[src/rtl/freq_sched_ctrl_if.sv]
// Configuration port of freq_sched_ctrl: one period write per valid&&ready transfer.
interface freq_sched_ctrl_if #(
  parameter int N_CH  = 4,
  parameter int CNT_W = 8,
  parameter int CH_W  = (N_CH > 1) ? $clog2(N_CH) : 1
);
  logic             cfg_valid;
  logic             cfg_ready;
  logic [CH_W-1:0]  cfg_ch;
  logic [CNT_W-1:0] cfg_period;

  modport master (output cfg_valid, output cfg_ch, output cfg_period, input cfg_ready);
  modport slave  (input cfg_valid, input cfg_ch, input cfg_period, output cfg_ready);
endinterface

[src/rtl/freq_sched_ctrl.sv]
// Multi-channel programmable divider / tick scheduler with glitch-free runtime retuning.
// Optional sticky per-channel tick flags are built when FREQ_SCHED_IRQ_EN is defined.
module freq_sched_ctrl #(
  parameter int N_CH       = 4,
  parameter int CNT_W      = 8,
  parameter int CH_W       = (N_CH > 1) ? $clog2(N_CH) : 1,
  parameter int RST_PERIOD = 6
) (
  input  logic              clk,
  input  logic              reset,
  freq_sched_ctrl_if.slave  cfg,
  input  logic              sync,
  output logic [N_CH-1:0]   tick,
  output logic [N_CH-1:0]   div_out,
  output logic [N_CH-1:0]   pending,
  output logic [N_CH-1:0]   irq,
  input  logic [N_CH-1:0]   irq_clr
);

  localparam logic [CNT_W-1:0] RST_P = CNT_W'(RST_PERIOD);

  // Handshake: a transfer happens on a rising edge where cfg_valid && cfg_ready.
  // cfg_ready is low only while the addressed channel already holds a pending shadow;
  // out-of-range channels are always ready and the transfer is dropped.
  logic             ready;
  logic [N_CH-1:0]  sel;
  logic [N_CH-1:0]  accept;

  always_comb begin
    ready = 1'b1;
    sel   = '0;
    for (int i = 0; i < N_CH; i++) begin
      if (cfg.cfg_ch == CH_W'(i)) begin
        ready  = ~pending[i];
        sel[i] = 1'b1;
      end
    end
  end

  assign cfg.cfg_ready = ready;
  assign accept        = sel & {N_CH{cfg.cfg_valid & ready}};

  for (genvar g = 0; g < N_CH; g++) begin : g_ch
    logic [CNT_W-1:0] cnt;
    logic [CNT_W-1:0] per;
    logic [CNT_W-1:0] shadow;
    logic             pend;
    logic             active;
    logic             wrap;
    logic             restart;
    logic             apply;

    assign active  = (per != '0);
    assign wrap    = active && (cnt == per - CNT_W'(1));
    // A disabled channel picks up a shadow at once; a running one only at its wrap.
    assign restart = sync || !active || wrap;
    assign apply   = pend && restart;

    assign tick[g]    = wrap;
    assign div_out[g] = active && (cnt >= per - (per >> 1));
    assign pending[g] = pend;

    always_ff @(posedge clk) begin
      if (reset) begin
        cnt    <= '0;
        per    <= RST_P;
        shadow <= '0;
        pend   <= 1'b0;
      end else begin
        if (restart) begin
          cnt <= '0;
        end else begin
          cnt <= cnt + CNT_W'(1);
        end
        if (apply) begin
          per <= shadow;
        end
        // Accept requires pend==0, so it never collides with an apply this cycle.
        if (accept[g]) begin
          shadow <= cfg.cfg_period;
          pend   <= 1'b1;
        end else if (apply) begin
          pend <= 1'b0;
        end
      end
    end
  end

`ifdef FREQ_SCHED_IRQ_EN
  logic [N_CH-1:0] irq_q;

  // A tick in the same cycle as a clear keeps the flag set.
  always_ff @(posedge clk) begin
    if (reset) begin
      irq_q <= '0;
    end else begin
      irq_q <= tick | (irq_q & ~irq_clr);
    end
  end

  assign irq = irq_q;
`else
  logic unused_irq_clr;

  assign unused_irq_clr = ^irq_clr;
  assign irq            = '0;
`endif

endmodule

[src/flat_wrapper.sv]
// flat-port wrapper written by rule: the top's interface ports become plain ports
module freq_sched_ctrl_flat 
#(
  parameter int N_CH       = 4,
  parameter int CNT_W      = 8,
  parameter int CH_W       = (N_CH > 1) ? $clog2(N_CH) : 1,
  parameter int RST_PERIOD = 6
)
  (clk, reset, sync, tick, div_out, pending, irq, irq_clr, cfg_cfg_valid, cfg_cfg_ch, cfg_cfg_period, cfg_cfg_ready);
  freq_sched_ctrl_if #(.N_CH(N_CH), .CNT_W(CNT_W), .CH_W(CH_W)) cfg_i ();
  input  logic clk;
  input  logic reset;
  input  logic sync;
  output logic [N_CH-1:0] tick;
  output logic [N_CH-1:0] div_out;
  output logic [N_CH-1:0] pending;
  output logic [N_CH-1:0] irq;
  input  logic [N_CH-1:0] irq_clr;
  input wire logic [$bits(cfg_i.cfg_valid)-1:0] cfg_cfg_valid;
  input wire logic [$bits(cfg_i.cfg_ch)-1:0] cfg_cfg_ch;
  input wire logic [$bits(cfg_i.cfg_period)-1:0] cfg_cfg_period;
  output wire logic [$bits(cfg_i.cfg_ready)-1:0] cfg_cfg_ready;
  assign cfg_i.cfg_valid = cfg_cfg_valid;
  assign cfg_i.cfg_ch = cfg_cfg_ch;
  assign cfg_i.cfg_period = cfg_cfg_period;
  assign cfg_cfg_ready = cfg_i.cfg_ready;
  freq_sched_ctrl #(.N_CH(N_CH), .CNT_W(CNT_W), .CH_W(CH_W), .RST_PERIOD(RST_PERIOD)) u_core (.clk(clk), .reset(reset), .cfg(cfg_i), .sync(sync), .tick(tick), .div_out(div_out), .pending(pending), .irq(irq), .irq_clr(irq_clr));
endmodule
[config.mk]
export PLATFORM = sky130hd
export DESIGN_NAME = freq_sched_ctrl_flat
export DESIGN_NICKNAME = d
export VERILOG_FILES = /design/src/rtl/freq_sched_ctrl_if.sv /design/src/rtl/freq_sched_ctrl.sv /design/src/flat_wrapper.sv
export SDC_FILE = /design/constraint.sdc
export NUM_CORES = 1
export LEC_CHECK = 0
export ABC_AREA = 1
export ABC_CLOCK_PERIOD_IN_PS = 4200
export BUFFER_PORTS_ARGS = -buffer_cell sky130_fd_sc_hd__buf_2
export CORE_UTILIZATION = 68
export DETAILED_ROUTE_END_ITERATION = 10
export PLACE_DENSITY_LB_ADDON = 0.25
export SLEW_MARGIN = 25
export SYNTH_ARGS = -nofsm -noshare
export SYNTH_HDL_FRONTEND = slang
export SYNTH_SLANG_ARGS = --single-unit
[constraint.sdc]
create_clock -name clk -period 4.2 [get_ports clk]
set_input_delay 0.42 -clock clk [delete_from_list [all_inputs] [get_ports clk]]
set_output_delay 0.42 -clock clk [all_outputs]
set_load 0.01 [all_outputs]
==> impl_metrics.env <==
export IMPL_ys_ff_latch=100
export IMPL_start_kind="register"
export IMPL_place_hpwl_mm=12.3
export IMPL_max_slew_margin_pct=48.2
export IMPL_die_area_mm2=0.0117
export IMPL_hold_path_cell_count=3
export IMPL_ff2ff_path_depth=12
export IMPL_hold_viol=0
export IMPL_yosysWarnings=0
export IMPL_drt_total_wl_mm=15.5
export IMPL_slowest_stage="dfxtp_1"
export IMPL_antenna_found_initial=0
export IMPL_first_pass_iters=5
export IMPL_grt_usage_pct=27.9
export IMPL_critPathMaxStageDelay_ns=0.45
export IMPL_final_min_clock_period_ns=3.72
export IMPL_die_y_um=108
export IMPL_min_period_over_period_pct=88.6
export IMPL_wl_per_cell_um=12.3
export IMPL_cts_sinks=100
export IMPL_worstHoldStart="cfg_cfg_period[1]"
export IMPL_cts_made_buffers=9
export IMPL_worst_path_buf_inv=4
export IMPL_grt_first_pass_wirelength_mm=26.1
export IMPL_cpMostUsedCell="inv_1"
export IMPL_worstPathArrival_ns=3.30
export IMPL_post_cts_buffers=0
export IMPL_r2r_end="u_core.g_ch[1].cnt[2]"
export IMPL_grt_overflow=0
export IMPL_antenna_left=0
export IMPL_syn_area_mm2=0.00766
export IMPL_clockBufferDepth=2
export IMPL_final_nets=1249
export IMPL_status="finished, final reports clean"
export IMPL_htree_levels=3
export IMPL_antenna_cells=0
export IMPL_worst_setup_hold_path_clk_slew_ns=0.10
export IMPL_ir_drop_uv=162
export IMPL_drive_gt1_share_pct=4.72
export IMPL_avgSynthCellArea_um2=6.89
export IMPL_grt_pass1_vias=6132
export IMPL_rows=38
export IMPL_regToRegSetupSlack_ns=1.83
export IMPL_slew_viol_final=0
export IMPL_setup_violations=0
export IMPL_crit_path_max_fanout=6
export IMPL_cts_tree="yes"
export IMPL_cts_resized=0
export IMPL_finalPower_mw=1.98
export IMPL_hold_buffers=0
export IMPL_clock_fmax_ghz=0.269
export IMPL_critPathKind="register to primary output"
export IMPL_rsz0062_at_grt="false"
export IMPL_leakagePower_nw=3.93
export IMPL_fin_tns_setup_ns=0
export IMPL_cp_top_family="compound AO/OA/AOI/OAI gates"
export IMPL_via_per_inst=5.25
export IMPL_maxCapViolations=0
export IMPL_place_congestion=0.912
export IMPL_critPathRequiredTime_ns=3.78
export IMPL_syn_to_final_growth_pct=3.33
export IMPL_cts_root_buf="clkbuf_8"
export IMPL_grt_start_max_net_pins=27
export IMPL_num_vias=6631
export IMPL_first_iter_violations=314
export IMPL_max_slew_worst_pin_slew_ns=0.776
export IMPL_synth_cell_types=38
export IMPL_portBuffers=26
export IMPL_die_x_um=108
export IMPL_core_mm2=0.0109
export IMPL_nFillCells=947
export IMPL_finish_utilization_pct=72.7
export IMPL_timing_rr_start="u_core.g_ch[1].per[1]"
export IMPL_clk_latency_ns=0.38
export IMPL_final_area_mm2=0.00792
export IMPL_synthCells=1113
export IMPL_hold_class="input port to register"
export IMPL_placed_cell_area_mm2=0.00776
export IMPL_post_route_drc_count=0
export IMPL_power_density_mw_per_mm2=251
export IMPL_fin_hold_ws_ns=0.366
export IMPL_crit_path_cell_trace="inv_1, ha_1, inv_1, fa_1, a21oi_1, o21ai_0, nand2_1, a21oi_1, nor2_1, xor2_1, ha_1, nand2_1, nor2_1, nand4_1, o2111ai_1, o21ai_0, inv_1, buf_2"
export IMPL_io_pins=35
export IMPL_min_delay_worst_endpoint="u_core.g_ch[2].shadow[1]"
export IMPL_ys_seq_area_share_pct=26.1
export IMPL_critPathCaptureType="primary output"
export IMPL_start_util_pct=70.4
export IMPL_skew_ns=0.0118
==> final cells by class <==
cell class	count	area (um^2)	area share, %
multi-input combinational	808	4800	60.6
timing repair buffer	28	145	1.83
sequential	100	2000	25.3
tap	140	175	2.21
clock buffer	10	128	1.61
inverter	172	646	8.15
clock inverter	4	27.5	0.348
==> synth_stat cells <==
| cell type | n | area, um^2 |
|---|---|---|
| nand3_2 | 2 | 20.0 |
| o21bai_1 | 2 | 15.0 |
| a21oi_1 | 94 | 470 |
| nand2_4 | 2 | 22.5 |
| a221oi_1 | 2 | 17.5 |
| nor3_1 | 7 | 35.0 |
| conb_1 | 1 | 3.75 |
| nand3_1 | 90 | 450 |
| nand2_2 | 2 | 12.5 |
| xor2_1 | 47 | 412 |
| o22ai_1 | 3 | 18.8 |
| a21boi_0 | 4 | 30.0 |
| nand2_1 | 240 | 901 |
| nor3b_1 | 1 | 7.51 |
| nor2_2 | 1 | 6.26 |
| fa_1 | 4 | 80.1 |
| buf_6 | 4 | 45.0 |
| o21ai_1 | 3 | 15.0 |
| buf_1 | 3 | 11.3 |
| and2_4 | 1 | 8.76 |
| dfxtp_1 | 100 | 2000 |
| inv_1 | 171 | 642 |
| buf_2 | 2 | 10.0 |
| xnor2_1 | 9 | 78.8 |
| o21ai_4 | 1 | 16.3 |
| nor2_4 | 1 | 11.3 |
| o31ai_1 | 4 | 30.0 |
| o2111ai_1 | 4 | 35.0 |
| o21ai_0 | 39 | 195 |
| buf_4 | 17 | 128 |
| clkbuf_1 | 10 | 37.5 |
| o311ai_0 | 2 | 17.5 |
| ha_1 | 108 | 1350 |
| nor2_1 | 119 | 447 |
| a21oi_2 | 1 | 8.76 |
| inv_2 | 1 | 3.75 |
| nand4_1 | 9 | 56.3 |
| nor4_1 | 2 | 12.5 |
==> sequential cells by signal, summed over array words and instances (netlist names) <==
signal / cells
u_core.g_ch.per: 32
u_core.g_ch.cnt: 32
u_core.g_ch.shadow: 32
u_core.g_ch.pend: 4
==> worst reg2reg max path: stages, from the launching register on <==
cell and delay [ns]:
dfxtp_1 0.44, inv_1 0.12, ha_1 0.33, nand2_1 0.08
inv_1 0.03, nor2_1 0.10, nand3_1 0.10, nor2_1 0.10
nand3_1 0.14, o21ai_4 0.40, nor2_1 0.11, inv_1 0.23
nor2_1 0.08
==> layout by cell type (no fill, tap or decap), types with 26 or more instances in the layout <==
cell and instances:
nand2_1 240, inv_1 171, nor2_1 119, ha_1 108, dfxtp_1 100, a21oi_1 94, nand3_1 90, xor2_1 47
o21ai_0 39, buf_2 26
==> per-stage QoR <==
step | worst slack, ns | std cells
global route | 0.192 | 1262
detailed placement | 0.905 | 1248
finish | 0.480 | 1262
floorplan | 1.38 | 1116
CTS | 0.490 | 1262
global placement | 0.983 | 1248
==> kinds of logic (layout without fill, tap and decap cells) <==
logic type               after synthesis  after routing  share of synthesized area, %
flip-flops                           100            100                          26.1
XOR/XNOR                              56             56                          6.40
other                                  1              4                        0.0489
buffers and inverters                208            214                          11.4
AO/OA/AOI/OAI                        159            159                          11.3
AND/OR/NAND/NOR                      477            477                          26.0
adder cells (fa/ha/maj)              112            112                          18.7
==> worst max path at each step <==
stage | startpoint | endpoint | slack, ns | cells past startpoint
detailed placement | u_core.g_ch[3].per[0] | div_out[3] | 0.91 | 18
global route | u_core.g_ch[3].per[0] | div_out[3] | 0.19 | 18
CTS | u_core.g_ch[3].per[0] | div_out[3] | 0.49 | 18
global placement | u_core.g_ch[3].per[0] | div_out[3] | 0.98 | 18
finish | u_core.g_ch[3].per[0] | div_out[3] | 0.48 | 18
floorplan | u_core.g_ch[3].per[0] | div_out[3] | 1.38 | 17
==> report_power, final <==
group | internal (mW) | total, mW | switching, mW
logic | 0.167 | 0.442 | 0.275
registers | 0.977 | 1.01 | 0.0308
clock network | 0.210 | 0.535 | 0.324
total | 1.35 | 1.98 | 0.630
==> layer usage <==
layer	share of wire (%)	up-vias	GRT usage (%)
met1	46	2981	34.2
met2	49	101	50.3
met5	0	-	0
li1	-	3525	-
met3	2.8	24	3.13
met4	1.9	0	9.69
No activity file was read; power rests on OpenSTA's default activity.
